<file path="config.mk">
export PLATFORM = sky130hd
export DESIGN_NAME = multi_debouncer
export DESIGN_NICKNAME = d
export VERILOG_FILES = /design/src/rtl/multi_debouncer.sv
export SDC_FILE = /design/constraint.sdc
export NUM_CORES = 1
export LEC_CHECK = 0
export BUFFER_PORTS_ARGS = -buffer_cell sky130_fd_sc_hd__clkbuf_2
export CORE_MARGIN = 2
export CORE_UTILIZATION = 54
export CTS_BUF_LIST = sky130_fd_sc_hd__clkbuf_8
export DETAILED_ROUTE_END_ITERATION = 10
export GPL_TIMING_DRIVEN = 1
export HOLD_SLACK_MARGIN = 0.03
export MAX_ROUTING_LAYER = met4
export PLACE_DENSITY = 0.82
export SKIP_CTS_REPAIR_TIMING = 1
export SLEW_MARGIN = 5
export SYNTH_ARGS = -nofsm -noshare
export SYNTH_HDL_FRONTEND = slang
export SYNTH_SLANG_ARGS = --single-unit
</file>
<file path="constraint.sdc">
create_clock -name clk -period 1.7 [get_ports clk]
set_clock_uncertainty 0.05 [all_clocks]
set_input_delay 0.17 -clock clk [delete_from_list [all_inputs] [get_ports clk]]
set_output_delay 0.17 -clock clk [all_outputs]
set_load 0.03 [all_outputs]
</file>
<file path="src/rtl/multi_debouncer.sv">
// N-channel button debouncer: per-channel synchroniser, glitch filter,
// rise/fall event pulses and long-press (hold) detection on a shared tick.
module multi_debouncer #(
  parameter int N            = 4,
  parameter int BOUNCE_TICKS = 10,
  parameter int HOLD_TICKS   = 500,
  parameter int SYNC_STAGES  = 2
) (
  input  logic         clk,
  input  logic         rst,
  input  logic         tick_en,
  input  logic [N-1:0] bouncy_in,
  output logic [N-1:0] debounced_out,
  output logic [N-1:0] rise,
  output logic [N-1:0] fall,
  output logic [N-1:0] held,
  output logic [N-1:0] held_pulse
);

  localparam int BW = $clog2(BOUNCE_TICKS);
  localparam int HW = $clog2(HOLD_TICKS + 1);

  localparam logic [BW-1:0] B_LAST = BW'(BOUNCE_TICKS - 1);
  localparam logic [HW-1:0] H_MAX  = HW'(HOLD_TICKS);

  // Bit 1 of the state is the debounced level.
  localparam logic [1:0] STABLE_0 = 2'b00;
  localparam logic [1:0] MAYBE_1  = 2'b01;
  localparam logic [1:0] STABLE_1 = 2'b10;
  localparam logic [1:0] MAYBE_0  = 2'b11;

  logic [N-1:0] sync_q [SYNC_STAGES];
  logic [N-1:0] sync_in;

  always_ff @(posedge clk) begin
    if (!rst) begin
      for (int s = 0; s < SYNC_STAGES; s++) begin
        sync_q[s] <= '0;
      end
    end else begin
      sync_q[0] <= bouncy_in;
      for (int s = 1; s < SYNC_STAGES; s++) begin
        sync_q[s] <= sync_q[s-1];
      end
    end
  end

  assign sync_in = sync_q[SYNC_STAGES-1];

  for (genvar i = 0; i < N; i++) begin : g_ch
    logic [1:0]    state_q, state_d;
    logic [BW-1:0] cnt_q, cnt_d;
    logic [HW-1:0] hold_q, hold_d;
    logic          hi_q, hi_d;
    logic          rise_q, fall_q, hp_q;
    logic          s;

    assign s    = sync_in[i];
    assign hi_q = state_q[1];
    assign hi_d = state_d[1];

    always_comb begin
      state_d = state_q;
      cnt_d   = cnt_q;
      case (state_q)
        STABLE_0: begin
          if (s) begin
            state_d = MAYBE_1;
            cnt_d   = '0;
          end
        end
        MAYBE_1: begin
          if (!s) begin
            state_d = STABLE_0;
          end else if (tick_en) begin
            if (cnt_q == B_LAST) begin
              state_d = STABLE_1;
            end else begin
              cnt_d = cnt_q + 1'b1;
            end
          end
        end
        STABLE_1: begin
          if (!s) begin
            state_d = MAYBE_0;
            cnt_d   = '0;
          end
        end
        MAYBE_0: begin
          if (s) begin
            state_d = STABLE_1;
          end else if (tick_en) begin
            if (cnt_q == B_LAST) begin
              state_d = STABLE_0;
            end else begin
              cnt_d = cnt_q + 1'b1;
            end
          end
        end
        default: begin
          state_d = STABLE_0;
          cnt_d   = '0;
        end
      endcase
    end

    // Counting starts the cycle after rise so held lands HOLD_TICKS later.
    always_comb begin
      hold_d = hold_q;
      if (!hi_d || !hi_q) begin
        hold_d = '0;
      end else if (tick_en && hold_q != H_MAX) begin
        hold_d = hold_q + 1'b1;
      end
    end

    always_ff @(posedge clk) begin
      if (!rst) begin
        state_q <= STABLE_0;
        cnt_q   <= '0;
        hold_q  <= '0;
        rise_q  <= 1'b0;
        fall_q  <= 1'b0;
        hp_q    <= 1'b0;
      end else begin
        state_q <= state_d;
        cnt_q   <= cnt_d;
        hold_q  <= hold_d;
        rise_q  <= hi_d & ~hi_q;
        fall_q  <= ~hi_d & hi_q;
        hp_q    <= (hold_d == H_MAX) && (hold_q != H_MAX);
      end
    end

    assign debounced_out[i] = hi_q;
    assign rise[i]          = rise_q;
    assign fall[i]          = fall_q;
    assign held[i]          = (hold_q == H_MAX);
    assign held_pulse[i]    = hp_q;
  end

endmodule

</file>
==> run metrics, run 1 <==
status finished, violations left; failing checks negative setup slack; worst hold path class input pin to register; CP startpoint kind register; Tot Pwr 3.52 mW; DR vias/cell 5.34; CP Data Required Time 1.48 ns; Rel. slew slack 62.7%; share of layout cells above drive strength 1 26.1%; r2r setup slk -0.12 ns; # DRC 0; Initial Utilization 55.6%; RR Endpoint g_ch[0].hold_q[2]; io pins 27; hold path cells 3; Yosys reg bits 80; Yosys top cell by area dfxtp_1; f_max 549 MHz; critical-path maximum fanout 6; register area 1630 µm²; wire per inst 13.6 µm; adder-cell area share of the yosys netlist 4.99%; die area 8130 µm²; Final min period 1.82 ns; most common cell after layout, fill and taps aside dfxtp_1; register area share after synthesis 39.9%; setup ws final -0.121 ns; critical path class register to output port; Hold EP g_ch[3].fall_q; Clock Tree Root clkbuf_8; initial antenna violation count 0; Total Routed Length 8.19 mm; synth top area cells dfxtp_1, nor2_1, xnor2_1, xor2_1, ha_1; routed vias 3228; worst vdd ir 0.000651 V; DP Area 4280 µm²; Synth Cell Area 4010 µm²; Filler cells 583; Final Cell Area 4730 µm²; CTS Buf Count 9; PortBufs 26; largest family of logic cells by synthesized area simple AND/OR/NAND/NOR gates; hold path start rst; nets 525; Max Slew Vio Count 0; Primary FF master, synth dfxtp_1; clk sinks 80; clock latency on the worst-skew pair 0.35 ns; Synthesized Nets 478; yosys warns 0; grt total ovfl 0; RSZ-0062 raised after global routing true; area taken by multi-input logic gates 2220 µm²; gr usage total 20.6%; CTS max path bufs 2; Synth async-reset ratio 0%; mux cell area share after synthesis 1.50%; syn_area_per_cell 8.82 µm²; worst-case reg-to-reg path depth 9; RD Place Congestion 0.919; Area Growth Syn to Fin 17.9%; vias in the first global route 2988; # setup viols final 5; H-tree depth 3; Final ANT Viol Nets 0; die height 90.2 µm; Post-Synth Simple-Gate Area 27.5%; Util after Layout 65.6%; Ant. Diodes 0; largest net degree at the start of global routing 23; commonest non-fill, non-tap cells in the layout dfxtp_1, nor2_1, buf_4; clock-pin transition on the worst setup and hold timing paths 0.07 ns; Final TNS setup -0.389 ns; initial DRC count 110; first-pass GRT wire length 13.4 mm; Core Rows 31; worst-margin pin slew 0.554 ns; Pleak 1.79 nW; pwr/cell area 744 nW/µm²; Tcrit/Tclk final 107%; HPWL after DPL 5.63 mm; post-synth top area share 39.9%; synthesized instance count 455; Critical Path AT 1.60 ns; Final Hold Fails 0; Post-synth EDFFs 0; CTS tree built; Die W 90.2 µm; Initial DRT Pass Iterations 4; Crit Reg-Reg Startpoint g_ch[0].hold_q[0]; Synth cell types 63; crit end category output port; Synth Area in Compound Gates 8.76%; hold slack 0.272 ns; Core Region 7210 µm²; post-synthesis xor/xnor area fraction 10.0%; maxcap violations 0
[registers in the layout (all words and copies together) (netlist names)]
signal	count
g_ch.fall_q	4
g_ch.cnt_q	16
g_ch.rise_q	4
g_ch.hold_q	36
g_ch.hp_q	4
sync_q	8
g_ch.state_q	8
[worst max path at each step]
stage | from | to | slack (ns)
5_1_grt | g_ch[0].hold_q[0] | g_ch[0].hold_q[2] | -0.20
6_report | g_ch[0].hold_q[0] | held[0] | -0.12
2_1_floorplan | g_ch[1].hold_q[0] | held[1] | 0.02
4_1_cts | g_ch[0].hold_q[0] | held[0] | -0.26
3_5_place_dp | g_ch[1].cnt_q[1] | g_ch[1].hp_q | 0.02
3_3_place_gp | g_ch[1].hold_q[1] | g_ch[1].hp_q | 0.06
[synth_stat cells (3+ instances only)]
cell and number:
a211oi_1 4, a21oi_1 12, a31oi_1 3, and2_1 10, and3_1 9, buf_2 7
buf_4 19, dfxtp_1 80, ha_1 16, inv_1 22, mux2i_1 6, nand2_1 35
nand3_1 12, nand4_1 13, nand4b_1 4, nor2_1 65, nor2b_1 4, nor3_1 16
nor3b_1 3, o21ai_0 12, or3_1 8, xnor2_1 23, xor2_1 23
[report_power, final]
part / internal (mW) / switching [mW] / total [mW]
clock network: 0.846 / 0.647 / 1.49
logic: 0.0589 / 0.0722 / 0.131
registers: 1.88 / 0.0147 / 1.90
[through the flow]
step	setup WS, ns	std cells
CTS	-0.255	592
global route	-0.195	604
finish	-0.121	604
detailed placement	0.0170	578
global placement	0.0558	578
floorplan	0.0166	455
[logic make-up after synthesis]
group,after synthesis
and+or+nand+nor,203
DFF,80
buffers and inverters,54
AOI/OAI and AO/OA,50
xor gates and xnor gates,46
adders and majority gates,16
muxes,6
[area by class of cell]
class,count,share of cell area (%)
clock buffers,10,2.91
repair buffers,66,9.63
inverters,24,2.06
multi-input cells,321,46.8
flip-flops and latches,80,34.5
clock inverters,4,1.48
well taps,99,2.62
[critical path, cell delays in order (launching register included)]
cell and delay, ns:
dfxtp_4 0.37, inv_4 0.06, ha_4 0.11, nand4b_1 0.12
or3_4 0.40, inv_2 0.07, buf_6 0.12
[layer usage]
layer | part of all wire [%] | global-route usage, % | vias to the layer above
met1 | 46 | 24.9 | 1520
met3 | 3.5 | 5.28 | 13
met4 | 1.7 | 6.41 | 0
met2 | 49 | 33.8 | 56
met5 | 0 | - | -
li1 | - | - | 1639
Note: power is estimated with default switching activity, not from simulation.
==> run 2: changes to the inputs <==
--- a/config.mk
+++ b/config.mk
@@ -14,6 +14,7 @@
 export HOLD_SLACK_MARGIN = 0.03
 export MAX_ROUTING_LAYER = met4
 export PLACE_DENSITY = 0.82
+export RECOVER_POWER = 50
 export SKIP_CTS_REPAIR_TIMING = 1
 export SLEW_MARGIN = 5
 export SYNTH_ARGS = -nofsm -noshare
==> run metrics, run 2 (same netlist as run 1, synthesis figures left out) <==
Die W 90.2 µm; slowest stage delay, CP 0.40 ns; Pleak 1.73 nW; RSZ-0062 raised after global routing true; clk sinks 80; Clock Power Share 42.5%; CTS max path bufs 2; # setup viols final 5; gr usage total 20.6%; worst vdd ir 0.000649 V; failing checks negative setup slack; register area 1630 µm²; routed vias 3232; top sig layer met4; H-tree depth 3; Critical Path AT 1.60 ns; met3 WL 281 µm; met2 routed WL 4.04 mm; first-pass GRT wire length 13.4 mm; number of buffers and inverters on the critical path 3; commonest non-fill, non-tap cells in the layout dfxtp_1, nor2_1, buf_4; initial antenna violation count 0; WL met1 3.77 mm; worst-margin pin slew 0.549 ns; RD Place Congestion 0.919; Max Slew Vio Count 0; worst-case reg-to-reg path depth 9; crit end category output port; RR Endpoint g_ch[0].hold_q[2]; Area Growth Syn to Fin 16.8%; Regs by FF count g_ch.hold_q: 36 flops, g_ch.cnt_q: 16 flops; Ant. Diodes 0; r2r setup slk -0.12 ns; maxcap violations 0; die area 8130 µm²; crit path max-delay cell type or3_4; Final Hold Fails 0; Tot Pwr 3.53 mW; PortBufs 26; status finished, violations left; share of layout cells above drive strength 1 22.0%; CTS Buf Count 9; Core Region 7210 µm²; # DRC 0; pwr/cell area 752 nW/µm²; nets 525; combinational share of power 3.7%; max FFs per register 36; switching share of power 20.9%; Top delay family on crit path simple AND/OR/NAND/NOR gates; Core Rows 31; Crit Reg-Reg Startpoint g_ch[0].hold_q[0]; Hold EP g_ch[3].fall_q; grt total ovfl 0; area taken by multi-input logic gates 2190 µm²; clock-pin transition on the worst setup and hold timing paths 0.07 ns; Clock Tree Root clkbuf_8; HPWL after DPL 5.63 mm; hold path cells 3; Rel. slew slack 63.0%; CTS tree built; initial DRC count 114; Final min period 1.82 ns; io pins 27; crit path cell chain inv_4, ha_4, nand4b_1, or3_4, inv_2, buf_6; Seq pwr share 53.8%; largest net degree at the start of global routing 23; hold path start rst; worst hold path class input pin to register; pre-CTS setup slack 0.0170 ns; setup ws final -0.122 ns; Filler cells 595; Internal Power 2.79 mW; clock latency on the worst-skew pair 0.35 ns; CP startpoint kind register; die height 90.2 µm; Tcrit/Tclk final 107%; Initial Utilization 55.6%; f_max 549 MHz; Initial DRT Pass Iterations 4; Biggest register g_ch.hold_q; CP Data Required Time 1.48 ns; wire per inst 13.6 µm; vias in the first global route 2988; critical path class register to output port; DR vias/cell 5.35; Switch Pwr 0.737 mW; critical-path maximum fanout 6; most common cell after layout, fill and taps aside dfxtp_1; Total Routed Length 8.22 mm; Final ANT Viol Nets 0
## run 2: tightest hold or removal path, stage by stage
cell,delay [ns]
clkbuf_2,0.26
nand2_1,0.14
nor2_1,0.03
## run 2: power by group through the flow
| stage | sequential, mW | combinational (mW) | clock, mW |
|---|---|---|---|
| 6_report | 1.90 | 0.130 | 1.50 |
| 5_1_grt | 1.90 | 0.145 | 1.60 |
| 4_1_cts | 1.90 | 0.116 | 1.52 |
| 3_5_place_dp | 1.95 | 0.115 | 0 |
| 3_3_place_gp | 1.95 | 0.110 | 0 |
| 2_1_floorplan | 1.94 | 0.0790 | 0 |
## run 2: layout make-up
type                       instances  area share [%]
inverter                          24            2.08
sequential                        80            34.8
multi-input combinational        321            46.8
timing repair buffer              66            9.29
clock inverter                     4            1.49
clock buffer                      10            2.94
tap                               99            2.64
## run 2: how the worst max path moves through the flow
stage | cells past startpoint | startpoint | end | slack (ns)
6_report | 6 | g_ch[0].hold_q[0] | held[0] | -0.12
3_5_place_dp | 7 | g_ch[1].cnt_q[1] | g_ch[1].hp_q | 0.02
4_1_cts | 6 | g_ch[0].hold_q[0] | held[0] | -0.26
3_3_place_gp | 5 | g_ch[1].hold_q[1] | g_ch[1].hp_q | 0.06
2_1_floorplan | 4 | g_ch[1].hold_q[0] | held[1] | 0.02
5_1_grt | 9 | g_ch[0].hold_q[0] | g_ch[0].hold_q[2] | -0.20
## run 2: metal layers
layer	vias to the layer above	global-route usage [%]
met4	0	6.41
met2	56	33.8
met3	9	5.28
met5	-	-
met1	1533	24.9
li1	1634	-
## run 2: stage by stage
stage          setup TNS (ns)  area, µm²  std cells  hold WS [ns]  util, %
4_1_cts                -0.523       4480        592       -0.0348     62.2
6_report               -0.383       4690        604         0.255     65.0
5_1_grt                 -2.18       4690        604         0.333     65.0
3_5_place_dp                0       4280        578         0.329     59.3
3_3_place_gp                0       4280        578         0.329     59.3
2_1_floorplan               0       4010        455         0.247        -
==> run 3: changes to the inputs <==
--- a/config.mk
+++ b/config.mk
@@ -7,13 +7,13 @@
 export LEC_CHECK = 0
 export BUFFER_PORTS_ARGS = -buffer_cell sky130_fd_sc_hd__clkbuf_2
 export CORE_MARGIN = 2
-export CORE_UTILIZATION = 54
+export CORE_UTILIZATION = 43
 export CTS_BUF_LIST = sky130_fd_sc_hd__clkbuf_8
 export DETAILED_ROUTE_END_ITERATION = 10
 export GPL_TIMING_DRIVEN = 1
 export HOLD_SLACK_MARGIN = 0.03
 export MAX_ROUTING_LAYER = met4
-export PLACE_DENSITY = 0.82
+export PLACE_DENSITY = 0.69
 export RECOVER_POWER = 50
 export SKIP_CTS_REPAIR_TIMING = 1
 export SLEW_MARGIN = 5
==> run metrics, run 3 (same netlist as run 1, synthesis figures left out) <==
RD Place Congestion 0.863; nets 529; CTS max path bufs 2; Core Region 9150 µm²; die height 101 µm; crit path max-delay cell type or3_4; clock-pin transition on the worst setup and hold timing paths 0.08 ns; setup ws final -0.0748 ns; Final Hold Fails 0; Die W 101 µm; DR vias/cell 5.19; io pins 27; wire per inst 13.1 µm; worst vdd ir 0.000357 V; Finished Layout Cells 621; CP startpoint kind register; Max Slew Vio Count 0; Core Rows 35; PortBufs 26; pwr/cell area 683 nW/µm²; Tcrit/Tclk final 104%; maxcap violations 0; max FFs per register 36; initial antenna violation count 0; critical path class register to output port; H-tree depth 3; CTS Buf Count 9; RSZ-0062 raised after global routing true; cell mode on critical path inv_2; slowest stage delay, CP 0.40 ns; Pleak 1.72 nW; most common cell after layout, fill and taps aside dfxtp_1; Filler cells 824; initial DRC count 86; clock latency on the worst-skew pair 0.35 ns; Initial Utilization 43.8%; critical-path maximum fanout 3; f_max 563 MHz; die area 10100 µm²; Total Routed Length 8.11 mm; Critical Path AT 1.55 ns; vias in the first global route 2930; crit path cell chain inv_2, ha_4, nand4b_1, or3_4, inv_2, buf_6; CTS tree built; CP Data Required Time 1.48 ns; Biggest register g_ch.hold_q; worst hold path class input pin to register; Tot Pwr 3.21 mW; Final min period 1.77 ns; Final ANT Viol Nets 0; pre-CTS setup slack 0.0216 ns; status finished, violations left; Initial DRT Pass Iterations 4; routed vias 3224; largest net degree at the start of global routing 19; commonest non-fill, non-tap cells in the layout dfxtp_1, nor2_1, buf_4; crit end category output port; first-pass GRT wire length 13.2 mm; Clock Tree Root clkbuf_8; worst-margin pin slew 0.626 ns; Util after Layout 51.4%; gr usage total 16.8%; # DRC 0; grt total ovfl 0; clk sinks 80; placed cell count 593; Ant. Diodes 0; # setup viols final 2; Area Growth Syn to Fin 17.3%; HPWL after DPL 5.55 mm; Rel. slew slack 57.8%; failing checks negative setup slack; share of layout cells above drive strength 1 23.1%; Regs by FF count g_ch.hold_q: 36 flops, g_ch.cnt_q: 16 flops
[run 3: cell types whose count changed in the layout (fill, tap and decap cells not counted), moves of 2 or more]
| cell | delta |
|---|---|
| and2_0 | +2 |
| and2_1 | -2 |
| buf_6 | +2 |
| bufinv_16 | -2 |
| ha_2 | +2 |
| inv_1 | +2 |
| nand2_2 | +2 |
| nor2_1 | -2 |
| nor2_2 | +2 |
[run 3: layout make-up]
class	instances	area (µm²)	area share, %
Multi-Input combinational cell	321	2210	46.9
Sequential cell	80	1630	34.5
Timing Repair Buffer	70	484	10.3
Tap cell	111	139	2.95
Clock buffer	9	124	2.63
Inverter	24	97.6	2.07
Clock inverter	6	30.0	0.638
[run 3: through the flow]
stage	cell area (µm²)	TNS, ns	hold WS (ns)
floorplan	4010	0	0.247
global placement	4330	0	0.329
detailed placement	4330	0	0.332
CTS	4480	-0.551	-0.0416
global route	4710	-0.508	0.141
finish	4710	-0.124	0.144
[run 3: report_power, final]
part / internal (mW) / switching, mW / leakage, nW
registers: 1.88 / 0.0149 / 0.654
logic: 0.0547 / 0.0720 / 0.979
clock network: 0.504 / 0.683 / 0.0872
total: 2.44 / 0.770 / 1.72
[run 3: layer usage]
metal	part of all wire [%]	vias to the layer above	GRT usage, %
met5	0	-	-
met4	2.1	0	8.22
met3	3.9	13	2.84
met2	47	50	25.7
met1	47	1529	21.4
li1	-	1632	-
[run 3: path summary, 6_finish.rpt]
kind,start,depth (start not counted),slack (ns),to
hold / removal,rst,2,0.14,g_ch[0].state_q[0]
hold reg to reg,sync_q[0][1],1,0.38,sync_q[0][5]
setup / recovery,g_ch[0].hold_q[0],6,-0.07,held[0]
setup reg to reg,g_ch[0].hold_q[0],8,-0.05,g_ch[0].hp_q
[run 3: critical path, delay by kind of cell, from the launching register on]
| kind | cells | cell delay, ns |
|---|---|---|
| AND/OR/NAND/NOR | 2 | 0.49 |
| adder cells (fa/ha/maj) | 1 | 0.11 |
| buffers and inverters | 3 | 0.25 |
| flip-flops | 1 | 0.34 |
